**src/rtl/mppt_pwm.sv**
```systemverilog
// mppt_pwm: PWM generator whose duty is nudged by MPPT commands, applied only at period wrap.
// Optional soft-start ramp from DUTY_MIN to DUTY_INIT when MPPT_PWM_SOFTSTART_EN is defined.
module mppt_pwm #(
  parameter int PWM_W     = 10,
  parameter int STEP      = 4,
  parameter int DUTY_MIN  = 32,
  parameter int DUTY_MAX  = 992,
  parameter int DUTY_INIT = 512
)(
  input  logic             clk,
  input  logic             rst,
  input  logic [3:0]       en,
  output logic             pwm,
  output logic [PWM_W-1:0] duty,
  output logic             busy,
  output logic             done,
  output logic             sat
);
  localparam logic [1:0] IDLE = 2'd0;
  localparam logic [1:0] PEND = 2'd1;
`ifdef MPPT_PWM_SOFTSTART_EN
  localparam logic [1:0] RAMP = 2'd2;
`endif
  localparam logic [PWM_W:0]   STEP_X = (PWM_W+1)'(STEP);
  localparam logic [PWM_W:0]   MIN_X  = (PWM_W+1)'(DUTY_MIN);
  localparam logic [PWM_W:0]   MAX_X  = (PWM_W+1)'(DUTY_MAX);
  localparam logic [PWM_W:0]   INIT_X = (PWM_W+1)'(DUTY_INIT);
  localparam logic [PWM_W-1:0] MIN_D  = PWM_W'(DUTY_MIN);
  localparam logic [PWM_W-1:0] MAX_D  = PWM_W'(DUTY_MAX);
  localparam logic [PWM_W-1:0] INIT_D = PWM_W'(DUTY_INIT);
  logic [1:0]       state;
  logic [PWM_W-1:0] cnt, pend_duty, cmd_duty;
  logic [PWM_W:0]   duty_x, up_x, dn_x;
  logic             wrap, take;
  // one extra bit keeps up/down from wrapping before the clamp
  always_comb begin
    duty_x   = {1'b0, duty};
    up_x     = (duty_x + STEP_X > MAX_X) ? MAX_X : duty_x + STEP_X;
    dn_x     = (duty_x < MIN_X + STEP_X) ? MIN_X : duty_x - STEP_X;
    cmd_duty = en[1] ? up_x[PWM_W-1:0] : en[2] ? dn_x[PWM_W-1:0] : en[3] ? INIT_D : duty;
  end
`ifdef MPPT_PWM_SOFTSTART_EN
  logic [PWM_W:0] ramp_x;
  assign ramp_x = (duty_x + STEP_X > INIT_X) ? INIT_X : duty_x + STEP_X;
`endif
  assign wrap = &cnt;
  assign take = (state == IDLE) && (en != 4'd0) && ((en & (en - 4'd1)) == 4'd0);
  assign busy = state != IDLE;
  always_ff @(posedge clk or negedge rst) begin
    if (!rst) begin
      cnt       <= '0;
      pwm       <= 1'b0;
      done      <= 1'b0;
      sat       <= 1'b0;
      pend_duty <= INIT_D;
`ifdef MPPT_PWM_SOFTSTART_EN
      duty      <= MIN_D;
      state     <= RAMP;
`else
      duty      <= INIT_D;
      state     <= IDLE;
`endif
    end else begin
      cnt  <= cnt + 1'b1;
      pwm  <= cnt < duty;
      sat  <= (duty == MIN_D) || (duty == MAX_D);
      done <= 1'b0;
      if (take) begin
        pend_duty <= cmd_duty;
        state     <= PEND;
      end else if (state == PEND && wrap) begin
        duty  <= pend_duty;
        done  <= 1'b1;
        state <= IDLE;
      end
`ifdef MPPT_PWM_SOFTSTART_EN
      else if (state == RAMP && wrap) begin
        duty <= ramp_x[PWM_W-1:0];
        if (ramp_x == INIT_X) begin
          done  <= 1'b1;
          state <= IDLE;
        end
      end
`endif
    end
  end
endmodule
```
**config.mk**
```make
export PLATFORM = sky130hd
export DESIGN_NAME = mppt_pwm
export DESIGN_NICKNAME = d
export VERILOG_FILES = /design/src/rtl/mppt_pwm.sv
export SDC_FILE = /design/constraint.sdc
export NUM_CORES = 1
export LEC_CHECK = 0
export ABC_AREA = 1
export CAP_MARGIN = 20
export CORE_MARGIN = 2
export CORE_UTILIZATION = 50
export CTS_BUF_LIST = sky130_fd_sc_hd__clkbuf_4
export CTS_CLUSTER_DIAMETER = 50
export CTS_CLUSTER_SIZE = 25
export DETAILED_ROUTE_END_ITERATION = 8
export MAX_ROUTING_LAYER = met4
export PLACE_DENSITY_LB_ADDON = 0.08
export SKIP_CTS_REPAIR_TIMING = 1
export SLEW_MARGIN = 20
export SYNTH_ARGS = -nofsm -noshare
export SYNTH_HDL_FRONTEND = slang
export SYNTH_SLANG_ARGS = --single-unit
```
**constraint.sdc**
```tcl
create_clock -name clk -period 4.8 [get_ports clk]
set_clock_uncertainty 0.2 [all_clocks]
set_input_delay 0.96 -clock clk [delete_from_list [all_inputs] [get_ports clk]]
set_output_delay 0.96 -clock clk [all_outputs]
set_load 0.01 [all_outputs]
```
After elaboration in Yosys (flattened, before gate mapping)
Index checks and enable logic that the tools add are counted.
Widths: inputs -> output; s select.
- reduce and logical (&&, ||, !) cells: 11
- equality and inequality tests: 3
- bitwise logic cells: 2
- $lt $le $gt $ge: 3
- add/sub/neg operators: 4
- mux-type cells: 9
- operators by type and width (operator ; number):
    $mux 10 ; 5
    $add 10x3->11 const B ; 1
    $gt 11x10->1 const B ; 1
    $add 10x1->10 const B ; 1
    $eq 10x10->1 const B ; 1
    $eq 10x6->1 const B ; 1
    $lt 10x10->1 ; 1
    $lt 10x6->1 const B ; 1
    $reduce_and 10->1 ; 1
    $sub 10x3->10 const B ; 1
    $and 4x4->4 ; 1
    $logic_not 4->1 ; 1
    $mux 2 ; 2
    $reduce_bool 2->1 ; 2
    $reduce_bool 4->1 ; 1
    $sub 4x1->4 const B ; 1
    $logic_and 1x1->1 ; 3
    $eq 2x1->1 const B ; 1
    $logic_not 2->1 ; 1
    $mux 1 ; 2
    $reduce_and 2->1 ; 1
    $logic_or 1x1->1 ; 1
    $not 1->1 ; 1
- output and inout port bits: 14
- bits of input ports: 6
- register bits: 35
- logic and storage cells: 39

Logic depth before layout (Yosys ltp)
- word-level depth: 6
- depth in mapped cells: 13
- gate-level depth less buffers: 13

Worst setup path after synthesis
Ideal clock, no wire load.
- path type: in2reg
- from: input port en[1]
- to: register pend_duty[7]
- setup time: 0.116 ns
- data arrival time: 1.889 ns
- buffers on the path: 2
- slack: 2.595 ns
- data required time: 4.484 ns
- stages on the path: 8
- path through: buf_6 -> or2_1 -> or2_4 -> nand3_4 -> buf_8 -> a21oi_1 -> nand2_1 -> nand2_1
- cells in the longest elaborated chain, start to end: 4
- ends and longest elaborated chain (what ; RTL line ; text):
    start, declared ; 12 ; input logic [3:0] en,
    $sub 4x1->4 ; 47 ; assign take = (state == IDLE) && (en != 4'd0) && ((en & (en - 4'd1)) == 4'd0);
    $and 4x4->4 ; 47 ;
    $logic_not 4->1 ; 47 ;
    $logic_and 1x1->1 ; 47 ;
    end signal, assigned ; 69 ; pend_duty <= cmd_duty;
    end, declared ; 32 ; logic [PWM_W-1:0] cnt, pend_duty, cmd_duty;
Several ways; a longest one is shown, not always the timed one.
A chain may end at the register's enable or synchronous reset.

Worst setup path after layout
- from: register duty[2]
- to: output port duty[2]
- RTL lines (what ; RTL line ; text):
    start, declared ; 14 ; output logic [PWM_W-1:0] duty,
    start signal, assigned ; 72 ; duty <= pend_duty;
No word-level cell between the ends.

==> metrics.yaml <==
worst_setup_path:
  worstSetupPathType: "reg2out"
  end_kind: "primary output"
  slowest_delay_ns: 0.61
  crit_chain: "clkdlybuf4s50_1"
  required_ns: 3.64
  crit_path_top_delay_cell: "clkdlybuf4s50_1"
  cp-start-kind: "flip-flop"
  critPathBufInv: 1
  cp.arrival_ns: 1.51
  crit_family: "buffers and inverters"
  path_max_fanout: 9
detailed_routing:
  ant_nets: 0
  wl_per_cell_um: 14.6
  avgViaCountPerCell: 5.30
  firstDrtPassIters: 4
  vias: 1840
  routed_wl_mm: 5.07
  drc: 0
  drt_iter0_markers: 159
place:
  globalplace.congestion: 0.935
  portBuffers: 19
  placed_area_um2: 2320
  dp_hpwl_mm: 3.81
floorplan:
  die_h_um: 69.1
  dieArea_um2: 4770
  core_um2: 4030
  rows: 23
  initial_utilization_pct: 52.6
  io_pins: 20
  die_x_um: 69.1
timing:
  finalSetupViolations: 0
  fin_crit_sh_pct: 55.6
  setup-tns-final_ns: 0
  max_freq_mhz: 375
  worst_pin_slew_ns: 0.850
  grt_setup_unrepaired: "no"
  slew_headroom_pct: 43.3
  hold_viol_final: 0
  hold_ws_ns: 0.263
  report.final.slew_viol_count: 0
  period_needed_ns: 2.67
finish:
  fin_area_um2: 2380
  drive_above_1_share_pct: 9.09
  antenna_cells: 0
  syn_to_final_growth_pct: 12.3
  num-fill-cells: 391
  finalNetCount: 316
clock_tree:
  cts-buffers-inserted: 5
  cts_buffer_depth: 2
  htree_levels: 2
  insertion_delay_ns: 0.34
  cts_tree: "done"
  cts-root-buf: "clkbuf_4"
  cts_sinks: 34
  clk_pin_slew_ns: 0.11
logic_synthesis:
  postSynthAreaPerCell_um2: 7.70
  synth_fp_nets: 295
  ys_ff_latch: 34
  yosysWarnings: 0
  synth.distinct_cells: 34
  syn_inst: 275
  synth.cell_area_um2: 2120
  ys_seq_area_share_pct: 40.3
grt:
  grt_pass1_wl_mm: 8.58
  grt_antenna_before_repair: 0
  track_usage_pct: 23.3
  grt_pass1_vias: 1773
  grt_overflow: 0
  grt_max_degree: 35
flow_run:
  cap_violations: 0
pwr:
  irDropWorstVdd_uv: 159
  power_density_nw_per_um2: 197
  power_leakage_nw: 1.25
min_path:
  hp-class: "reg2reg"
status:
  status: "finished, final reports clean"
cell usage in the layout (no fill, tap or decap), types with 2 or more instances in the layout:
| cell type | n |
|---|---|
| inv_1 | 25 |
| nand4_1 | 2 |
| dfrtp_1 | 32 |
| o21ai_1 | 11 |
| clkbuf_4 | 6 |
| a21oi_1 | 18 |
| nor3_1 | 4 |
| o211ai_1 | 2 |
| clkdlybuf4s50_1 | 19 |
| xor2_1 | 10 |
| dfstp_2 | 2 |
| inv_2 | 7 |
| nand3_2 | 2 |
| nor2_1 | 18 |
| nand3_1 | 12 |
| ha_1 | 14 |
| nor2_2 | 3 |
| o21ai_0 | 7 |
| nand2_1 | 87 |
synth_stat cells, drive strengths merged:
master / count / area share [%]
nor3: 5 / 1.4
nor4: 1 / 0.30
ha: 14 / 8.3
a21oi: 18 / 4.3
o21bai: 1 / 0.35
a21o: 1 / 0.35
nor2: 21 / 4.1
dfrtp: 32 / 38
xor2: 10 / 4.1
a31oi: 1 / 0.30
o21ai: 19 / 4.7
nand4: 2 / 0.59
o21a: 1 / 0.35
nand3: 15 / 4.6
buf: 6 / 2.5
o221ai: 1 / 0.41
and3: 1 / 0.30
nand2: 87 / 15
inv: 33 / 6.0
dfstp: 2 / 2.5
or2: 2 / 0.71
o211ai: 2 / 0.71
final cells by class:
type	count	area, um2	share of cell area, %
Inverter	33	126	5.31
Clock inverter	2	8.76	0.368
Tap cell	50	62.6	2.63
Clock buffer	6	45.0	1.89
Sequential cell	34	853	35.9
Multi-Input combinational cell	202	1080	45.6
Timing Repair Buffer	20	198	8.31
kinds of logic (layout without fill, tap and decap cells):
family,count (synthesis),count (layout),share of synthesized area (%)
AND/OR/NAND/NOR,134,134,27.4
adder cells (fa/ha/maj),14,14,8.27
buffers and inverters,39,61,8.51
AO/OA/AOI/OAI,44,44,11.4
XOR/XNOR,10,10,4.13
flip-flops,34,34,40.3
metal layers:
metal	track usage [%]	vias up	wire length, um
li1	-	928	-
met1	31.5	850	2340
met2	34.9	54	2340
met3	4.39	8	273
met4	8.93	0	110
met5	-	-	0
power breakdown:
group	leakage (nW)	switching [W]	total [W]	internal, W
Combinational	0.766	0.0000147	0.0000218	0.00000710
Sequential	0.448	0	0.000286	0.000286
Clock	0.0331	0.000101	0.000161	0.0000607
Total	1.25	0.000115	0.000469	0.000354
flip-flops by register name, indices dropped and copies added, names as in the netlist:
signal     flops
sat            1
pwm            1
duty          10
pend_duty     10
done           1
state          1
cnt           10
through the flow:
stage	setup slack [ns]	power, W	instances	utilization [%]
3_5_place_dp	1.92	0.000314	339	57.7
3_3_place_gp	1.96	0.000314	339	57.7
4_1_cts	2.12	0.000475	347	59.0
2_1_floorplan	2.59	0.000301	275	-
6_report	2.13	0.000469	347	59.0
5_1_grt	2.08	0.000488	347	59.0
final timing paths:
check	start	end	slack (ns)	cells after the start
hold / removal	cnt[0]	cnt[0]	0.26	1
max in group asynchronous	rst	pend_duty[9]	3.25	2
setup reg to reg	cnt[1]	duty[2]	2.44	8
setup / recovery	duty[2]	duty[2]	2.13	1
hold reg to reg	cnt[0]	cnt[0]	0.26	1
min in group asynchronous	rst	duty[3]	0.81	2
Note: power is estimated with default switching activity, not from simulation.
